### src/rtl/muldiv_pkg.sv
`default_nettype none
// ---------------------------------------------------------------------------
// | Module   : muldiv_pkg                                                   |
// | Purpose  : Shared types for the iterative multiply/divide unit          |
// | Revision : 1.0 - initial release                                        |
// ---------------------------------------------------------------------------
package muldiv_pkg;

  // RV32M funct3 encodings, shared with the instruction decoder
  typedef enum logic [2:0] {
    OP_MUL    = 3'b000,
    OP_MULH   = 3'b001,
    OP_MULHSU = 3'b010,
    OP_MULHU  = 3'b011,
    OP_DIV    = 3'b100,
    OP_DIVU   = 3'b101,
    OP_REM    = 3'b110,
    OP_REMU   = 3'b111
  } muldiv_op_t;

  typedef enum logic [1:0] {
    ST_IDLE = 2'd0,
    ST_CALC = 2'd1,
    ST_FIX  = 2'd2
  } muldiv_state_t;

endpackage
`default_nettype wire

### src/rtl/muldiv_if.sv
`default_nettype none
// ---------------------------------------------------------------------------
// | Module   : muldiv_if                                                    |
// | Purpose  : start/busy/done request bus for the multiply/divide unit     |
// | Revision : 1.0 - initial release                                        |
// ---------------------------------------------------------------------------
interface muldiv_if #(
  parameter int DATA_WIDTH = 32
) ();
  import muldiv_pkg::*;

  logic                  start;
  muldiv_op_t            op;
  logic [DATA_WIDTH-1:0] a;
  logic [DATA_WIDTH-1:0] b;
  logic                  busy;
  logic                  done;
  logic [DATA_WIDTH-1:0] result;

  // Requester side (execute stage)
  modport master (
    output start, op, a, b,
    input  busy, done, result
  );

  // Unit side
  modport slave (
    input  start, op, a, b,
    output busy, done, result
  );
endinterface
`default_nettype wire

### src/rtl/muldiv_unit.sv
`default_nettype none
// ---------------------------------------------------------------------------
// | Module   : muldiv_unit                                                  |
// | Purpose  : Iterative RV32M multiply/divide, one bit per cycle, with     |
// |            magnitude datapath and a final sign-correction stage         |
// | Revision : 1.0 - initial release                                        |
// ---------------------------------------------------------------------------
module muldiv_unit
  import muldiv_pkg::*;
#(
  parameter int DATA_WIDTH = 32
) (
  input  wire logic clk,
  input  wire logic rst,
  muldiv_if.slave   bus
);
  localparam int                    CW      = $clog2(DATA_WIDTH);
  localparam logic [CW-1:0]         C_LAST  = CW'(DATA_WIDTH - 1);
  localparam logic [DATA_WIDTH-1:0] C_MIN   = {1'b1, {(DATA_WIDTH-1){1'b0}}};

  muldiv_state_t             r_state, w_next;
  muldiv_op_t                r_op;
  logic [CW-1:0]             r_cnt;
  logic [2*DATA_WIDTH-1:0]   r_acc;    // hi: partial product; lo: multiplier or dividend/quotient
  logic [DATA_WIDTH:0]       r_rem;    // restoring-division partial remainder
  logic [DATA_WIDTH-1:0]     r_opnd;   // multiplicand or divisor magnitude
  logic                      r_neg;    // negate the selected result in FIX
  logic                      r_done;
  logic [DATA_WIDTH-1:0]     r_result;

  logic                      w_a_sgn, w_b_sgn, w_is_div, w_dz, w_ovf, w_special, w_neg;
  logic [DATA_WIDTH-1:0]     w_mag_a, w_mag_b;
  logic [DATA_WIDTH:0]       w_sum;
  logic [DATA_WIDTH+1:0]     w_shift, w_diff;
  logic [2*DATA_WIDTH-1:0]   w_prod;
  logic [DATA_WIDTH-1:0]     w_quo, w_rmd, w_fix;

  // Operand decode at accept: signedness, magnitudes and the two divide special cases
  always_comb begin
    w_a_sgn   = (bus.op == OP_MULH || bus.op == OP_MULHSU || bus.op == OP_DIV || bus.op == OP_REM)
                && bus.a[DATA_WIDTH-1];
    w_b_sgn   = (bus.op == OP_MULH || bus.op == OP_DIV || bus.op == OP_REM) && bus.b[DATA_WIDTH-1];
    w_mag_a   = w_a_sgn ? -bus.a : bus.a;
    w_mag_b   = w_b_sgn ? -bus.b : bus.b;
    w_is_div  = bus.op[2];
    w_dz      = w_is_div && (bus.b == '0);
    w_ovf     = (bus.op == OP_DIV || bus.op == OP_REM) && (bus.a == C_MIN) && (bus.b == '1);
    w_special = w_dz || w_ovf;
    // remainder follows the dividend; products and quotients follow the sign XOR
    w_neg     = (bus.op == OP_REM || bus.op == OP_REMU) ? w_a_sgn : (w_a_sgn ^ w_b_sgn);
  end

  // One iteration step: shift-add for multiply, trial subtraction for divide
  always_comb begin
    w_sum   = {1'b0, r_acc[2*DATA_WIDTH-1:DATA_WIDTH]} + (r_acc[0] ? {1'b0, r_opnd} : '0);
    w_shift = {r_rem, r_acc[DATA_WIDTH-1]};
    w_diff  = w_shift - {2'b00, r_opnd};
  end

  // Sign correction and result selection for the FIX cycle
  always_comb begin
    w_prod = r_neg ? -r_acc : r_acc;
    w_quo  = r_neg ? -r_acc[DATA_WIDTH-1:0] : r_acc[DATA_WIDTH-1:0];
    w_rmd  = r_neg ? -r_rem[DATA_WIDTH-1:0] : r_rem[DATA_WIDTH-1:0];
    case (r_op)
      OP_MUL:                        w_fix = w_prod[DATA_WIDTH-1:0];
      OP_MULH, OP_MULHSU, OP_MULHU:  w_fix = w_prod[2*DATA_WIDTH-1:DATA_WIDTH];
      OP_DIV, OP_DIVU:               w_fix = w_quo;
      default:                       w_fix = w_rmd;
    endcase
  end

  // State register
  always_ff @(posedge clk or posedge rst) begin
    if (rst) r_state <= ST_IDLE;
    else     r_state <= w_next;
  end

  // Next-state logic; special cases bypass the iteration entirely
  always_comb begin
    w_next = r_state;
    case (r_state)
      ST_IDLE: if (bus.start) w_next = w_special ? ST_FIX : ST_CALC;
      ST_CALC: if (r_cnt == C_LAST) w_next = ST_FIX;
      ST_FIX:  w_next = ST_IDLE;
      default: w_next = ST_IDLE;
    endcase
  end

  // Datapath: load on accept, iterate in CALC, publish in FIX
  always_ff @(posedge clk or posedge rst) begin
    if (rst) begin
      r_op     <= OP_MUL;
      r_cnt    <= '0;
      r_acc    <= '0;
      r_rem    <= '0;
      r_opnd   <= '0;
      r_neg    <= 1'b0;
      r_done   <= 1'b0;
      r_result <= '0;
    end else begin
      r_done <= 1'b0;
      case (r_state)
        ST_IDLE: begin
          if (bus.start) begin
            r_op  <= bus.op;
            r_cnt <= '0;
            if (w_special) begin
              r_opnd <= '0;
              r_neg  <= 1'b0;
              r_acc  <= {{DATA_WIDTH{1'b0}}, (w_dz ? {DATA_WIDTH{1'b1}} : C_MIN)};
              r_rem  <= w_dz ? {1'b0, bus.a} : '0;
            end else begin
              r_opnd <= w_is_div ? w_mag_b : w_mag_a;
              r_neg  <= w_neg;
              r_acc  <= {{DATA_WIDTH{1'b0}}, (w_is_div ? w_mag_a : w_mag_b)};
              r_rem  <= '0;
            end
          end
        end
        ST_CALC: begin
          r_cnt <= r_cnt + CW'(1);
          if (r_op[2]) begin
            if (!w_diff[DATA_WIDTH+1]) begin
              r_rem <= w_diff[DATA_WIDTH:0];
              r_acc <= {r_acc[2*DATA_WIDTH-1:DATA_WIDTH], r_acc[DATA_WIDTH-2:0], 1'b1};
            end else begin
              r_rem <= w_shift[DATA_WIDTH:0];
              r_acc <= {r_acc[2*DATA_WIDTH-1:DATA_WIDTH], r_acc[DATA_WIDTH-2:0], 1'b0};
            end
          end else begin
            r_acc <= {w_sum, r_acc[DATA_WIDTH-1:1]};
          end
        end
        ST_FIX: begin
          r_result <= w_fix;
          r_done   <= 1'b1;
        end
        default: ;
      endcase
    end
  end

  assign bus.busy   = (r_state != ST_IDLE);
  assign bus.done   = r_done;
  assign bus.result = r_result;

endmodule
`default_nettype wire
### src/flat_wrapper.sv
// flat-port wrapper written by rule: the top's interface ports become plain ports
module muldiv_unit_flat import muldiv_pkg::*;
#(
  parameter int DATA_WIDTH = 32
)
  (clk, rst, bus_start, bus_op, bus_a, bus_b, bus_busy, bus_done, bus_result);
  muldiv_if #(.DATA_WIDTH(DATA_WIDTH)) bus_i ();
  input  wire logic clk;
  input  wire logic rst;
  input wire logic [$bits(bus_i.start)-1:0] bus_start;
  input wire logic [$bits(bus_i.op)-1:0] bus_op;
  input wire logic [$bits(bus_i.a)-1:0] bus_a;
  input wire logic [$bits(bus_i.b)-1:0] bus_b;
  output wire logic [$bits(bus_i.busy)-1:0] bus_busy;
  output wire logic [$bits(bus_i.done)-1:0] bus_done;
  output wire logic [$bits(bus_i.result)-1:0] bus_result;
  assign bus_i.start = bus_start;
  assign bus_i.op = bus_op;
  assign bus_i.a = bus_a;
  assign bus_i.b = bus_b;
  assign bus_busy = bus_i.busy;
  assign bus_done = bus_i.done;
  assign bus_result = bus_i.result;
  muldiv_unit #(.DATA_WIDTH(DATA_WIDTH)) u_core (.clk(clk), .rst(rst), .bus(bus_i));
endmodule
### config.mk
export PLATFORM = sky130hd
export DESIGN_NAME = muldiv_unit_flat
export DESIGN_NICKNAME = d
export VERILOG_FILES = /design/src/rtl/muldiv_pkg.sv /design/src/rtl/muldiv_if.sv /design/src/rtl/muldiv_unit.sv /design/src/flat_wrapper.sv
export SDC_FILE = /design/constraint.sdc
export NUM_CORES = 1
export LEC_CHECK = 0
export ABC_AREA = 1
export BUFFER_PORTS_ARGS = -buffer_cell sky130_fd_sc_hd__buf_2
export CAP_MARGIN = 40
export CORE_UTILIZATION = 40
export CTS_BUF_LIST = sky130_fd_sc_hd__clkbuf_8
export CTS_CLUSTER_DIAMETER = 150
export CTS_CLUSTER_SIZE = 40
export DETAILED_ROUTE_END_ITERATION = 16
export HOLD_SLACK_MARGIN = 0.05
export SLEW_MARGIN = 10
export SYNTH_ARGS = -nofsm -noshare
export SYNTH_HDL_FRONTEND = slang
export SYNTH_SLANG_ARGS = --single-unit
### constraint.sdc
create_clock -name clk -period 12.07 [get_ports clk]
set_input_delay 2.414 -clock clk [delete_from_list [all_inputs] [get_ports clk]]
set_output_delay 2.414 -clock clk [all_outputs]
set_load 0.01 [all_outputs]
==> results of run 1 <==
-- report_power, final --
part           internal, mW  switching (mW)
combinational          1.47            3.15
sequential            0.870           0.413
clock                 0.180           0.281
-- metal layers --
metal  share of wire (%)  wire, um  vias up  GRT usage [%]
li1                    -         -    10800              -
met1                  44     37400    10300           48.4
met2                  43     37200      987           54.7
met3                 7.6      6540      156           5.55
met4                 5.2      4430        2           17.3
met5               0.013        11        -              0
-- registers in the layout, summed over array words and instances, names as in the netlist --
signal / flops
u_core.r_acc: 64
u_core.r_rem: 33
u_core.bus.result: 32
u_core.r_opnd: 32
u_core.r_cnt: 5
u_core.r_op: 3
u_core.r_state: 2
u_core.bus.done: 1
u_core.r_neg: 1
-- worst min path at each step --
stage	start	endpoint
floorplan	u_core.r_cnt[4]$_DFFE_PP0P_	u_core.r_cnt[4]$_DFFE_PP0P_
global placement	u_core.bus.result[23]$_DFFE_PP0P_	u_core.bus.result[23]$_DFFE_PP0P_
detailed placement	u_core.bus.result[16]$_DFFE_PP0P_	u_core.bus.result[16]$_DFFE_PP0P_
CTS	u_core.bus.result[16]$_DFFE_PP0P_	u_core.bus.result[16]$_DFFE_PP0P_
global route	u_core.bus.result[2]$_DFFE_PP0P_	u_core.bus.result[2]$_DFFE_PP0P_
finish	u_core.bus.result[23]$_DFFE_PP0P_	u_core.bus.result[23]$_DFFE_PP0P_
-- placed cells by master, fill, tap and decap left out, types with 37 or more instances in the layout --
| cell | synthesis | layout |
|---|---|---|
| a21oi_1 | 170 | 169 |
| dfrtp_1 | 173 | 172 |
| nand3_1 | 355 | 355 |
| nand2_1 | 956 | 956 |
| o21ai_0 | 186 | 186 |
| nand4_1 | 51 | 51 |
| nor3_1 | 50 | 50 |
| xor2_1 | 58 | 58 |
| ha_1 | 71 | 71 |
| nor2_1 | 386 | 384 |
| o21ai_1 | 37 | 37 |
| inv_1 | 508 | 507 |
| buf_2 | 17 | 104 |
-- logic make-up after synthesis --
logic type / synth area share [%]
AND/OR/NAND/NOR: 41.2
buffers and inverters: 12.6
AO/OA/AOI/OAI: 15.4
flip-flops: 22.7
adder cells (fa/ha/maj): 4.87
XOR/XNOR: 3.12
multiplexers: 0.105
-- critical path, delay by kind of cell --
family	cells	cell delay (ns)
AO/OA/AOI/OAI	1	0.15
XOR/XNOR	1	0.30
buffers and inverters	5	1.53
AND/OR/NAND/NOR	6	1.01
-- through the flow --
step / util, % / hold WS (ns)
floorplan: - / 0.473
global placement: 42.9 / 0.462
detailed placement: 43.2 / 0.467
CTS: 44.1 / 0.494
global route: 44.1 / 0.521
finish: 44.1 / 0.492
-- area by class of cell --
class	count	area share (%)
multi-input combinational	2527	59.9
sequential	173	21.0
inverter	525	9.59
timing repair buffer	127	3.85
tap	607	3.68
clock buffer	18	1.20
clock inverter	14	0.777
==> flow_metrics.env, run 1 <==
export IMPL_p_leak_nw=10.7
export IMPL_drive_gt1_share_pct=6.53
export IMPL_tightestPinTransition_ns=0.937
export IMPL_avgRoutedWirePerCell_um=21.4
export IMPL_rrSetupSlack_ns=8.33
export IMPL_stdcell_count=3991
export IMPL_crit_slowest_cell="buf_4"
export IMPL_hold_class="flop to flop"
export IMPL_crit_type="input port to flop"
export IMPL_period_share_pct=41.4
export IMPL_drv_cap=0
export IMPL_cts_max_path_buffers=2
export IMPL_setup_viol=0
export IMPL_p_total_mw=6.37
export IMPL_io_pins=104
export IMPL_seq_area_sq_um=4330
export IMPL_clkLatencyLatePin_ns=0.55
export IMPL_initial_core_util_pct=40.8
export IMPL_min_path_cells=2
export IMPL_totalWireLength_um=85500
export IMPL_synth_warnings=0
export IMPL_synth_most_common_cell="nand2_1"
export IMPL_finalNetCount=3514
export IMPL_peakVddDrop_uv=119
export IMPL_reg2reg_depth=14
export IMPL_io_buffers=103
export IMPL_n_fill_cell=5269
export IMPL_cts_sinks=173
export IMPL_async_reset_ff_share_pct=100
export IMPL_syn_area_sq_um=19100
export IMPL_ys_ff_latch=173
export IMPL_rows=79
export IMPL_grt_pass1_wl_um=128000
export IMPL_grt_max_degree=94
export IMPL_endpoint="u_core.r_acc[16]$_DFFE_PP0P_"
export IMPL_numPlacedInstances=3959
export IMPL_rsz0062_at_grt="no"
export IMPL_slowest_delay_ns=0.55
export IMPL_fp_dieH_um=220
export IMPL_synth_edf_count=0
export IMPL_fin_ws_ns=7.07
export IMPL_core_area_sq_um=46800
export IMPL_max_freq_mhz=200
export IMPL_cts_resized=0
export IMPL_antenna_found_initial=1
export IMPL_place_congestion=1.04
export IMPL_fin_area_sq_um=20600
export IMPL_slew_violations=0
export IMPL_die_area_sq_um=48500
export IMPL_multiInputGateArea_sq_um=12300
export IMPL_worstSetupEndpointType="flop"
export IMPL_path_clk_slew_ns=0.12
export IMPL_numCtsBuffers=17
export IMPL_ant_nets=0
export IMPL_ctsHoldBuffers=0
export IMPL_cp_startpoint="bus_op[2]"
export IMPL_viasPerCell=5.58
export IMPL_synth_nets=3467
export IMPL_fin_crit_ns=5.00
export IMPL_crit_path_start_kind="input port"
export IMPL_placed_cell_area_sq_um=20200
export IMPL_dr_pass1_iters=12
export IMPL_syn_area_per_cell_sq_um=5.74
export IMPL_cp_data_required_time_ns=12.57
export IMPL_slew_headroom_pct=37.5
export IMPL_synth_distinct_cells=54
export IMPL_path_cells="buf_2 -> buf_4 -> inv_2 -> buf_4 -> nand3_1 -> nand2_1 -> nand2_2 -> inv_2 -> nand2_1 -> xor2_1 -> nor2_1 -> nor3_1 -> o21a_1"
export IMPL_yosysSeqAreaShare_pct=22.7
export IMPL_violations="design-rule violations"
export IMPL_ctsHtreeMaxLevel=4
export IMPL_syn_inst=3324
export IMPL_drc=2
export IMPL_cp_max_fo=68
export IMPL_drt_iter0_drc=2549
export IMPL_yosys_area_top_type="dfrtp_1"
export IMPL_diodes=0
export IMPL_syn2layout_area_growth_pct=8.13
export IMPL_vias=22300
export IMPL_ys_flop_type="dfrtp_1"
export IMPL_cts_setup_buffers=0
export IMPL_synthTopCellsByArea="dfrtp_1, nand2_1, inv_1"
export IMPL_dp_slack_ns=6.59
export IMPL_hpwlAfterDp_um=69900
export IMPL_r2r_start="u_core.r_acc[0]$_DFFE_PP0P_"
export IMPL_r2r_end="u_core.r_acc[59]$_DFFE_PP0P_"
export IMPL_pwr_density_cell_nw_per_um2=309
export IMPL_die_w_um=220
export IMPL_status="finished with violations"
export IMPL_hold_violations=0
export IMPL_grt_pass1_vias=20600
export IMPL_fin_skew_ns=0.0199
export IMPL_setup_tns_ns=0
export IMPL_synth_top_area_share_pct=22.7
export IMPL_overflow=0
export IMPL_cts_tree="done"
export IMPL_track_usage_pct=35.6
export IMPL_cp_arrival_ns=5.50
export IMPL_synth_common_cells="nand2_1, inv_1, nor2_1"
export IMPL_root_buffer="clkbuf_8"
Note: power is estimated with default switching activity, not from simulation.
==> run 2: changes to the inputs <==
Clock period 12.07 ns to 4.89 ns, I/O delays scaled along.
==> run 2 against run 1 <==
Compared with the run above: clock skew grew 0.0081 ns; utilization hardly changed; setup slack got worse by 5.6 ns; the run still ends with design-rule violations left; largest power group unchanged; combinational power increased by 150%; sequential share of layout area about the same; clock power grew 150%.
==> flow_metrics.env, run 2 (synthesis gave the netlist of run 1 again) <==
export IMPL_reg2reg_depth=14
export IMPL_pwr_density_cell_nw_per_um2=763
export IMPL_largest_reg_flops=64
export IMPL_hpwlAfterDp_um=68600
export IMPL_numCtsBuffers=17
export IMPL_root_buffer="clkbuf_8"
export IMPL_ant_nets=0
export IMPL_path_clk_slew_ns=0.13
export IMPL_io_buffers=103
export IMPL_cts_sinks=173
export IMPL_dr_pass1_iters=13
export IMPL_slew_violations=0
export IMPL_period_share_pct=70.3
export IMPL_r2r_start="u_core.r_acc[0]$_DFFE_PP0P_"
export IMPL_ctsHoldBuffers=0
export IMPL_cp_buffers_inverters=3
export IMPL_stdcell_count=3993
export IMPL_hold_class="input port to async pin"
export IMPL_drt_iter0_drc=2805
export IMPL_tightestPinTransition_ns=0.874
export IMPL_clkLatencyLatePin_ns=0.56
export IMPL_cp_common_cell="nand2_1"
export IMPL_status="finished with violations"
export IMPL_postLayoutCoreUtil_pct=44.1
export IMPL_endpoint="u_core.r_acc[59]$_DFFE_PP0P_"
export IMPL_cp_max_fo=24
export IMPL_fin_crit_ns=3.44
export IMPL_diodes=0
export IMPL_place_congestion=1.07
export IMPL_peakVddDrop_uv=294
export IMPL_setup_tns_ns=0
export IMPL_cts_tree="done"
export IMPL_hold_violations=0
export IMPL_drv_cap=0
export IMPL_cp_startpoint="u_core.r_acc[0]$_DFFE_PP0P_"
export IMPL_top_register="u_core.r_acc"
export IMPL_setup_viol=0
export IMPL_die_area_sq_um=48500
export IMPL_fp_dieH_um=220
export IMPL_io_pins=104
export IMPL_crit_type="flop to flop"
export IMPL_die_w_um=220
export IMPL_reg_top3="u_core.r_acc (64), u_core.r_rem (33)"
export IMPL_rows=79
export IMPL_worstSetupEndpointType="flop"
export IMPL_crit_path_start_kind="flop"
export IMPL_slew_headroom_pct=41.1
export IMPL_critPathTopFamily="compound AO/OA/AOI/OAI gates"
export IMPL_cp_data_required_time_ns=5.32
export IMPL_max_freq_mhz=291
export IMPL_violations="design-rule violations"
export IMPL_rsz0062_at_grt="no"
export IMPL_cts_setup_buffers=0
export IMPL_worstSetupPathDepth=14
export IMPL_crit_slowest_cell="dfrtp_1"
export IMPL_ctsHtreeMaxLevel=4
export IMPL_rrSetupSlack_ns=1.45
export IMPL_drive_gt1_share_pct=6.59
export IMPL_p_leak_nw=10.7
export IMPL_cts_max_path_buffers=2
export IMPL_fin_skew_ns=0.0279
export IMPL_path_cells="buf_8 -> nand2_1 -> inv_1 -> ha_1 -> inv_1 -> fa_1 -> o21ai_0 -> a21oi_1 -> o21ai_0 -> nand3_1 -> nand2_1 -> nand2_1 -> nand2_1 -> o21bai_1"
export IMPL_avgRoutedWirePerCell_um=21.1
export IMPL_initial_core_util_pct=40.8
export IMPL_final_cell_mix="nand2_1, inv_1, nor2_1, nand3_1, o21ai_0"
export IMPL_numPlacedInstances=3961
export IMPL_antenna_found_initial=3
export IMPL_grt_max_degree=93
export IMPL_cts_resized=0
export IMPL_vias=22400
export IMPL_finalNetCount=3516
export IMPL_cp_arrival_ns=3.87
export IMPL_grt_pass1_vias=20300
export IMPL_syn2layout_area_growth_pct=8.10
export IMPL_overflow=0
export IMPL_core_area_sq_um=46800
export IMPL_track_usage_pct=34.8
export IMPL_r2r_end="u_core.r_acc[59]$_DFFE_PP0P_"
export IMPL_totalWireLength_um=84300
export IMPL_final_common_cell="nand2_1"
export IMPL_grt_pass1_wl_um=125000
export IMPL_n_fill_cell=5224
export IMPL_slowest_delay_ns=0.63
export IMPL_viasPerCell=5.61
export IMPL_drc=2
run 2: cell count changes in the layout (fill, tap and decap cells not counted), sizes merged:
| cell | previous run | this run |
|---|---|---|
| inv | 529 | 526 |
| bufinv | 1 | 0 |
| buf | 127 | 129 |
| clkinv | 8 | 13 |
| clkbuf | 18 | 17 |
run 2: worst min path at each step:
stage	startpoint	end	slack, ns	cells after the start
floorplan	u_core.r_cnt[4]$_DFFE_PP0P_	u_core.r_cnt[4]$_DFFE_PP0P_	0.47	1
global placement	u_core.bus.result[11]$_DFFE_PP0P_	u_core.bus.result[11]$_DFFE_PP0P_	0.46	2
detailed placement	u_core.bus.result[23]$_DFFE_PP0P_	u_core.bus.result[23]$_DFFE_PP0P_	0.46	2
CTS	rst	u_core.bus.result[12]$_DFFE_PP0P_	0.44	3
global route	rst	u_core.bus.result[12]$_DFFE_PP0P_	0.44	3
finish	rst	u_core.bus.result[17]$_DFFE_PP0P_	0.45	3
run 2: report_power, final:
group / total (mW) / switching, mW / internal [mW]
clock: 1.13 / 0.731 / 0.404
sequential: 3.08 / 0.930 / 2.15
combinational: 11.5 / 7.93 / 3.59
total: 15.7 / 9.59 / 6.14
run 2: layout make-up:
class	count	area, sq um	area share, %
multi-input combinational	2527	12300	59.9
sequential	173	4330	21.0
inverter	525	1970	9.58
timing repair buffer	129	763	3.70
tap	607	759	3.68
clock buffer	17	234	1.14
clock inverter	15	201	0.977
run 2: per-layer routing:
metal	routed length, um	share of wire (%)	track usage [%]
met1	35300	42	46.2
met2	36500	43	53.1
met3	7990	9.5	7.37
met4	4550	5.4	17.5
met5	30	0.036	0
run 2: worst min-delay path, cell delays in order:
cell and delay (ns):
buf_2 0.11, clkinvlp_4 0.07, buf_12 0.21
run 2: per-stage QoR:
step / hold slack [ns] / worst slack (ns) / area, sq um / power (mW)
floorplan: 0.473 / 1.70 / 19100 / 10.6
global placement: 0.460 / 1.44 / 20100 / 14.2
detailed placement: 0.462 / 1.57 / 20200 / 14.3
CTS: 0.442 / 1.60 / 20600 / 15.4
global route: 0.442 / 1.16 / 20600 / 17.1
finish: 0.449 / 1.45 / 20600 / 15.7
